--- config.mk ---
export PLATFORM = sky130hd
export DESIGN_NAME = aer_decoder
export DESIGN_NICKNAME = d
export VERILOG_FILES = /design/src/rtl/aer_pkg.sv /design/src/rtl/aer_handshake_rx.sv /design/src/rtl/aer_decoder.sv
export SDC_FILE = /design/constraint.sdc
export NUM_CORES = 1
export LEC_CHECK = 0
export CORE_AREA = 2 2 39 41
export CTS_CLUSTER_DIAMETER = 40
export DETAILED_ROUTE_END_ITERATION = 10
export DIE_AREA = 0 0 41 43
export MAX_ROUTING_LAYER = met4
export PLACE_DENSITY = 0.67
export SLEW_MARGIN = 20
export SYNTH_ARGS = -nofsm -noshare
export SYNTH_HDL_FRONTEND = slang
export SYNTH_HIERARCHICAL = 1
export SYNTH_SLANG_ARGS = --single-unit
--- constraint.sdc ---
create_clock -name clk -period 1.3 [get_ports clk]
set_input_delay 0.195 -clock clk [delete_from_list [all_inputs] [get_ports clk]]
set_output_delay 0.195 -clock clk [all_outputs]
set_load 0.01 [all_outputs]
--- src/rtl/aer_pkg.sv ---
// Shared AER link definitions used by both the encoder and decoder sides:
// address width, the reserved null (end-of-frame) code and handshake states.
package aer_pkg;

    localparam int AER_ADDR_WIDTH = 4;
    localparam logic [AER_ADDR_WIDTH-1:0] AER_NULL_ADDR = 4'b1111;

    typedef enum logic [0:0] {
        IDLE = 1'b0,
        ACK  = 1'b1
    } aer_hs_state_t;

endpackage

--- src/rtl/aer_handshake_rx.sv ---
// Receiver side of the four-phase req/ack handshake: acknowledges each request
// and emits a one-cycle accept strobe on the edge where the request is taken.
module aer_handshake_rx
    import aer_pkg::*;
(
    input  logic clk,
    input  logic reset,
    input  logic aer_req,
    output logic aer_ack,
    output logic accept
);

    aer_hs_state_t state_r;
    aer_hs_state_t state_s;

    // State register; ack is decoded straight from it so it is glitch-free.
    always_ff @(posedge clk) begin
        if (reset) begin
            state_r <= IDLE;
        end else begin
            state_r <= state_s;
        end
    end

    // Next-state and accept strobe; a request is only taken from IDLE.
    always_comb begin
        state_s = state_r;
        accept  = 1'b0;
        case (state_r)
            IDLE: begin
                if (aer_req) begin
                    state_s = ACK;
                    accept  = 1'b1;
                end else begin
                    state_s = IDLE;
                end
            end
            ACK: begin
                if (!aer_req) begin
                    state_s = IDLE;
                end else begin
                    state_s = ACK;
                end
            end
            default: begin
                state_s = IDLE;
            end
        endcase
    end

    assign aer_ack = (state_r == ACK);

endmodule

--- src/rtl/aer_decoder.sv ---
// AER receiver: accumulates event addresses into a spike vector and publishes it
// on each null address. Optional duplicate detection: AER_DECODER_DUP_CHECK_EN.
module aer_decoder
    import aer_pkg::*;
#(
    parameter int VECTOR_WIDTH = 5,
    parameter int ADDR_WIDTH   = AER_ADDR_WIDTH
) (
    input  logic                    clk,
    input  logic                    reset,
    input  logic [ADDR_WIDTH-1:0]   aer_addr,
    input  logic                    aer_req,
    output logic                    aer_ack,
    output logic [VECTOR_WIDTH-1:0] spike_out,
    output logic                    spike_valid,
    output logic                    range_err,
    output logic                    dup_err
);

    localparam logic [ADDR_WIDTH-1:0]   NULL_ADDR = {ADDR_WIDTH{1'b1}};
    localparam logic [VECTOR_WIDTH-1:0] LSB_ONE   = {{(VECTOR_WIDTH-1){1'b0}}, 1'b1};

    logic                    accept_s;
    logic                    is_null_s;
    logic                    is_valid_s;
    logic [VECTOR_WIDTH-1:0] hit_mask_s;
    logic [VECTOR_WIDTH-1:0] acc_r;
    logic [VECTOR_WIDTH-1:0] spike_out_r;
    logic                    spike_valid_r;
    logic                    range_err_r;

    aer_handshake_rx u_hs (
        .clk     (clk),
        .reset   (reset),
        .aer_req (aer_req),
        .aer_ack (aer_ack),
        .accept  (accept_s)
    );

    // Classify the sampled address and build its one-hot bit in the vector.
    always_comb begin
        is_null_s  = (aer_addr == NULL_ADDR);
        is_valid_s = ({{(32-ADDR_WIDTH){1'b0}}, aer_addr} < 32'(VECTOR_WIDTH));
        if (is_valid_s) begin
            hit_mask_s = LSB_ONE << aer_addr;
        end else begin
            hit_mask_s = {VECTOR_WIDTH{1'b0}};
        end
    end

    // Accumulator, frame publication and sticky range flag.
    always_ff @(posedge clk) begin
        if (reset) begin
            acc_r         <= {VECTOR_WIDTH{1'b0}};
            spike_out_r   <= {VECTOR_WIDTH{1'b0}};
            spike_valid_r <= 1'b0;
            range_err_r   <= 1'b0;
        end else begin
            spike_valid_r <= 1'b0;
            if (accept_s) begin
                if (is_null_s) begin
                    spike_out_r   <= acc_r;
                    spike_valid_r <= 1'b1;
                    acc_r         <= {VECTOR_WIDTH{1'b0}};
                end else if (is_valid_s) begin
                    acc_r <= acc_r | hit_mask_s;
                end else begin
                    range_err_r <= 1'b1;
                end
            end else begin
                acc_r <= acc_r;
            end
        end
    end

`ifdef AER_DECODER_DUP_CHECK_EN
    logic dup_err_r;

    // Sticky flag for a valid address whose bit is already set in this frame.
    always_ff @(posedge clk) begin
        if (reset) begin
            dup_err_r <= 1'b0;
        end else if (accept_s && is_valid_s && (|(acc_r & hit_mask_s))) begin
            dup_err_r <= 1'b1;
        end else begin
            dup_err_r <= dup_err_r;
        end
    end

    assign dup_err = dup_err_r;
`else
    assign dup_err = 1'b0;
`endif

    assign spike_out   = spike_out_r;
    assign spike_valid = spike_valid_r;
    assign range_err   = range_err_r;

endmodule
**Word level (Yosys, flattened, before mapping)**

Cells that the tools add are included.

- Magnitude comparators: 1
- Equality and inequality tests: 1
- Shifts and indexed selects: 1
- Multiplexer cells: 6
- Bitwise logic cells: 4
- Reduce and logical (&&, ||, !) cells: 5

Operators with widths:

| operator | count |
|---|---|
| $mux W5 | 3 |
| $or A5 B5 Y5 | 1 |
| $shl A1 B4 Y5 const A | 1 |
| $eq A4 B4 Y1 const B | 1 |
| $lt A4 B3 Y1 const B | 1 |
| $reduce_and A2 Y1 | 2 |
| $mux W1 | 3 |
| $not A1 Y1 | 3 |
| $reduce_and A3 Y1 | 1 |
| $reduce_bool A2 Y1 | 1 |
| $reduce_or A2 Y1 | 1 |

- Bits in registers: 13
- Logic and storage cells: 23

**Logic depth before layout (Yosys ltp)**

- Depth after elaboration: 5
- Depth in mapped cells: 4

**Hierarchy**

The synthesis kept the hierarchy.

Modules (own cells, without submodules):

| module | instances | cells an instance | area each (um^2) | sequential area each (um^2) |
|---|---|---|---|---|
| aer_decoder | 1 | 44 | 456.7 | 240.2 |
| aer_handshake_rx | 1 | 3 | 47.5 | 20.0 |

**Worst setup path after synthesis**

No wires, ideal clock.

- Path type: reg2reg
- Start point: register u_hs.state_r (netlist: u_hs/aer_ack)
- End point: register spike_out_r[1] (netlist: spike_out[1])
- Library setup time: 0.117 ns
- Arrival time: 1.002 ns
- Path slack: 0.181 ns
- Stages on the path, launching flop included: 5
- Buffers on the path: 0
- Period minus slack after synthesis: 1.119 ns
- Cells stage by stage: dfxtp_1 -> nor2b_4 -> inv_1 -> o21a_4 -> a22o_1

- Longest elaborated chain between the ends: 2

RTL lines:

| element | RTL line | source |
|---|---|---|
| start: declaration | aer_handshake_rx.sv:13 | `aer_hs_state_t state_r;` |
| start signal: assignment | aer_handshake_rx.sv:21 | `state_r <= state_s;` |
| $mux W1 | aer_handshake_rx.sv:29 | `case (state_r)` |
| named net accept_s | aer_decoder.sv:23 | `logic accept_s;` |
| $reduce_and A2 Y1 (no source line) | - |  |
| end signal: assignment | aer_decoder.sv:55 | `spike_out_r <= {VECTOR_WIDTH{1'b0}};` |
| end signal: assignment | aer_decoder.sv:62 | `spike_out_r <= acc_r;` |
| end: declaration | aer_decoder.sv:28 | `logic [VECTOR_WIDTH-1:0] spike_out_r;` |

The timed path passes the listed nets, and every way through them passes these cells.
A chain may end at the register's enable or synchronous reset.

**Worst setup path after layout**

- Start point: input port aer_req
- End point: register spike_out_r[3] (netlist: spike_out[3])

- Longest elaborated chain between the ends: 3

RTL lines:

| element | RTL line | source |
|---|---|---|
| start: declaration | aer_decoder.sv:12 | `input logic aer_req,` |
| $mux W1 | aer_handshake_rx.sv:31 | `if (aer_req) begin` |
| $mux W1 | aer_handshake_rx.sv:29 |  |
| named net accept_s | aer_decoder.sv:23 |  |
| $reduce_and A2 Y1 (no source line) | - |  |

The timed path passes the listed nets, and every way through them passes these cells.

==> results.md <==
* Avg Inst Size Synth at 10.7 um2
* HP Class: reg -> reg
* Routed WL at 935 um
* Clk sink count at 13
* Final clock skew at 0.00139 ns
* Int Power at 578 uW
* Post-Syn Nets at 54
* Seq/Total Area, Yosys at 0.516
* 1st-iter DRT viols at 5
* CTS buffer count at 3
* DIE WIDTH at 41 um
* Critical-path top delay cell: clkdlybuf4s50_1
* Ports at 16
* Fin crit period at 1.24 ns
* Hpwl dp at 742 um
* Lkg Pwr at 0.347 nW
* WS Path Type: in -> reg
* Final setup viols at 0
* CP Launch Type: input port
* Mapped Area at 504 um2
* F_max at 803 MHz
* Vias per inst at 4.63
* P per Cell Area at 1020 mW/mm2
* Gate power share at 0.130
* Initial antenna violation count at 0
* Post-CTS Setup Bufs at 0
* Clock Power Share at 0.326
* DRT antenna net count at 0
* Tcrit/Tclk final at 0.958
* Most common cell after layout, fill and taps aside: dfxtp_1
* Layout net count at 81
* Vias at 412
* GRT Resource Usage Total at 0.140
* CTS max path bufs at 2
* Layout cells sized above 1 at 0.233
* Netlist cell types at 18
* Largest net degree at the start of global routing at 8
* Hold slack at 0.463 ns
* Initial Util at 0.364
* Antenna cell count at 0
* CP bufs+invs at 2
* # port buffers at 14
* Worst skew pair latency at 0.27 ns
* CP max FO at 5
* Core ar. at 0.00138 mm2
* Most frequent cells in the layout: dfxtp_1, buf_4, dlygate4sd2_1
* DRT Pass-1 Iters at 2
* Status: completed
* Syn-to-layout area delta at 46.9%
* Worst hold start: range_err
* DRC viols at 0
* DR WL/cell at 10.5 um
* R2r startpoint: u_hs/aer_ack
* IR Drop Worst-Case VDD at 331 uV
* Reg2reg setup slack at 0.15 ns
* Share of power burned in registers at 0.545
* Max Cap Violations at 0
* Mapped Cells at 47
* First-pass GRT wire length at 1550 um
* Critical Path Max Stage Delay at 0.48 ns
* Rows at 14
* Yosys reg bits at 13
* Setup_tns at 0 ns
* Crit-path cells: clkdlybuf4s50_1, nor2b_4, inv_1, o21a_4, a22o_1
* Root buf cell: clkbuf_4
* Critical path capture point type: flop
* CTS tree: done
* Hold buffers post-CTS at 0
* Switching power at 175 uW
* Dpl cells at 85
* Slew Limit Fails at 0
* Layout Cells excl Fill at 89
* Routability cong. at 0.731
* YS warnings at 6
* R2R depth at 4
* Worst hold stages at 1
* Count of final hold-check violations at 0
* RSZ-0062 raised after global routing: false
* Hold Crit Endpoint: range_err
* CTS H-tree depth at 1
* Die Y at 43 um
* Final core utilization at 0.535
* Reg clk slew, reported paths at 0.08 ns
* Resized Gates After CTS at 8
* Worst Path Required at 1.47 ns
* Net Sw Frac at 0.232
* Die area at 0.00176 mm2
* Crit-path leading delay family: buffers and inverters
* Worst R2R End: spike_out[3]
* Arrival @ worst endpoint at 1.41 ns
* Number of global-route vias before repair at 375
* Grt ovf at 0
state kept, by name, indices dropped and copies added (netlist names):
register,count
range_err,1
u_hs/aer_ack,1
spike_valid,1
acc_r,5
spike_out,5
power groups by stage:
stage | Combinational, mW | Clock (mW) | Sequential (mW)
after global placement | 0.0996 | 0 | 0.420
after global routing | 0.107 | 0.282 | 0.411
final | 0.0975 | 0.245 | 0.410
after floorplan | 0.0378 | 0 | 0.422
after CTS | 0.0981 | 0.254 | 0.410
after detailed placement | 0.101 | 0 | 0.420
worst max-delay path by stage:
| stage | depth (start not counted) | slack (ns) | startpoint | to |
|---|---|---|---|---|
| after global routing | 5 | 0.03 | aer_req | spike_out[2] |
| final | 5 | 0.06 | aer_req | spike_out[3] |
| after CTS | 5 | 0.06 | aer_req | spike_out[0] |
| after floorplan | 4 | 0.18 | u_hs/aer_ack | spike_out[1] |
| after global placement | 5 | -0.21 | aer_req | spike_out[0] |
| after detailed placement | 5 | -0.22 | aer_req | spike_out[0] |
logic make-up after synthesis:
| logic type | count (synthesis) | share of synthesized area |
|---|---|---|
| buf+inv | 6 | 0.0521 |
| compound gates | 14 | 0.221 |
| other cells | 1 | 0.00744 |
| simple gates | 13 | 0.203 |
| flops | 13 | 0.516 |
final cells by class:
class	instances	area (um2)
flip-flops and latches	13	260
inverters	5	18.8
well taps	16	20.0
clock buffers	4	26.3
fillers	127	643
repair buffers	23	198
multi-input cells	28	218
cell usage after synthesis (all sizes together):
cell type | number | area [um2]
nor3 | 1 | 16.3
conb | 1 | 3.75
a22o | 5 | 43.8
a31oi | 3 | 18.8
o21ai | 2 | 10.0
a41oi | 1 | 8.76
nand4 | 1 | 21.3
nand2 | 1 | 3.75
a32o | 1 | 10.0
a21oi | 1 | 5.00
nor3b | 1 | 7.51
inv | 5 | 18.8
buf | 1 | 7.51
nor2 | 7 | 26.3
dfxtp | 13 | 260
o21a | 1 | 15.0
nor2b | 2 | 27.5
metrics by stage:
step	total power [mW]	worst slack, ns	cell area (um2)
2_1_floorplan	0.459	0.181	504
3_3_place_gp	0.519	-0.212	724
3_5_place_dp	0.521	-0.222	724
4_1_cts	0.762	0.0561	741
5_1_grt	0.800	0.0266	741
6_report	0.752	0.0550	741
metal layers:
metal / vias to the layer above / part of all wire / global-route usage
li1: 217 / - / -
met1: 182 / 0.47 / 0.177
met3: 2 / 0.044 / 0.0471
met5: - / 0 / -
met2: 11 / 0.47 / 0.178
met4: 0 / 0.021 / 0.100
(Power assumes the default switching activity.)
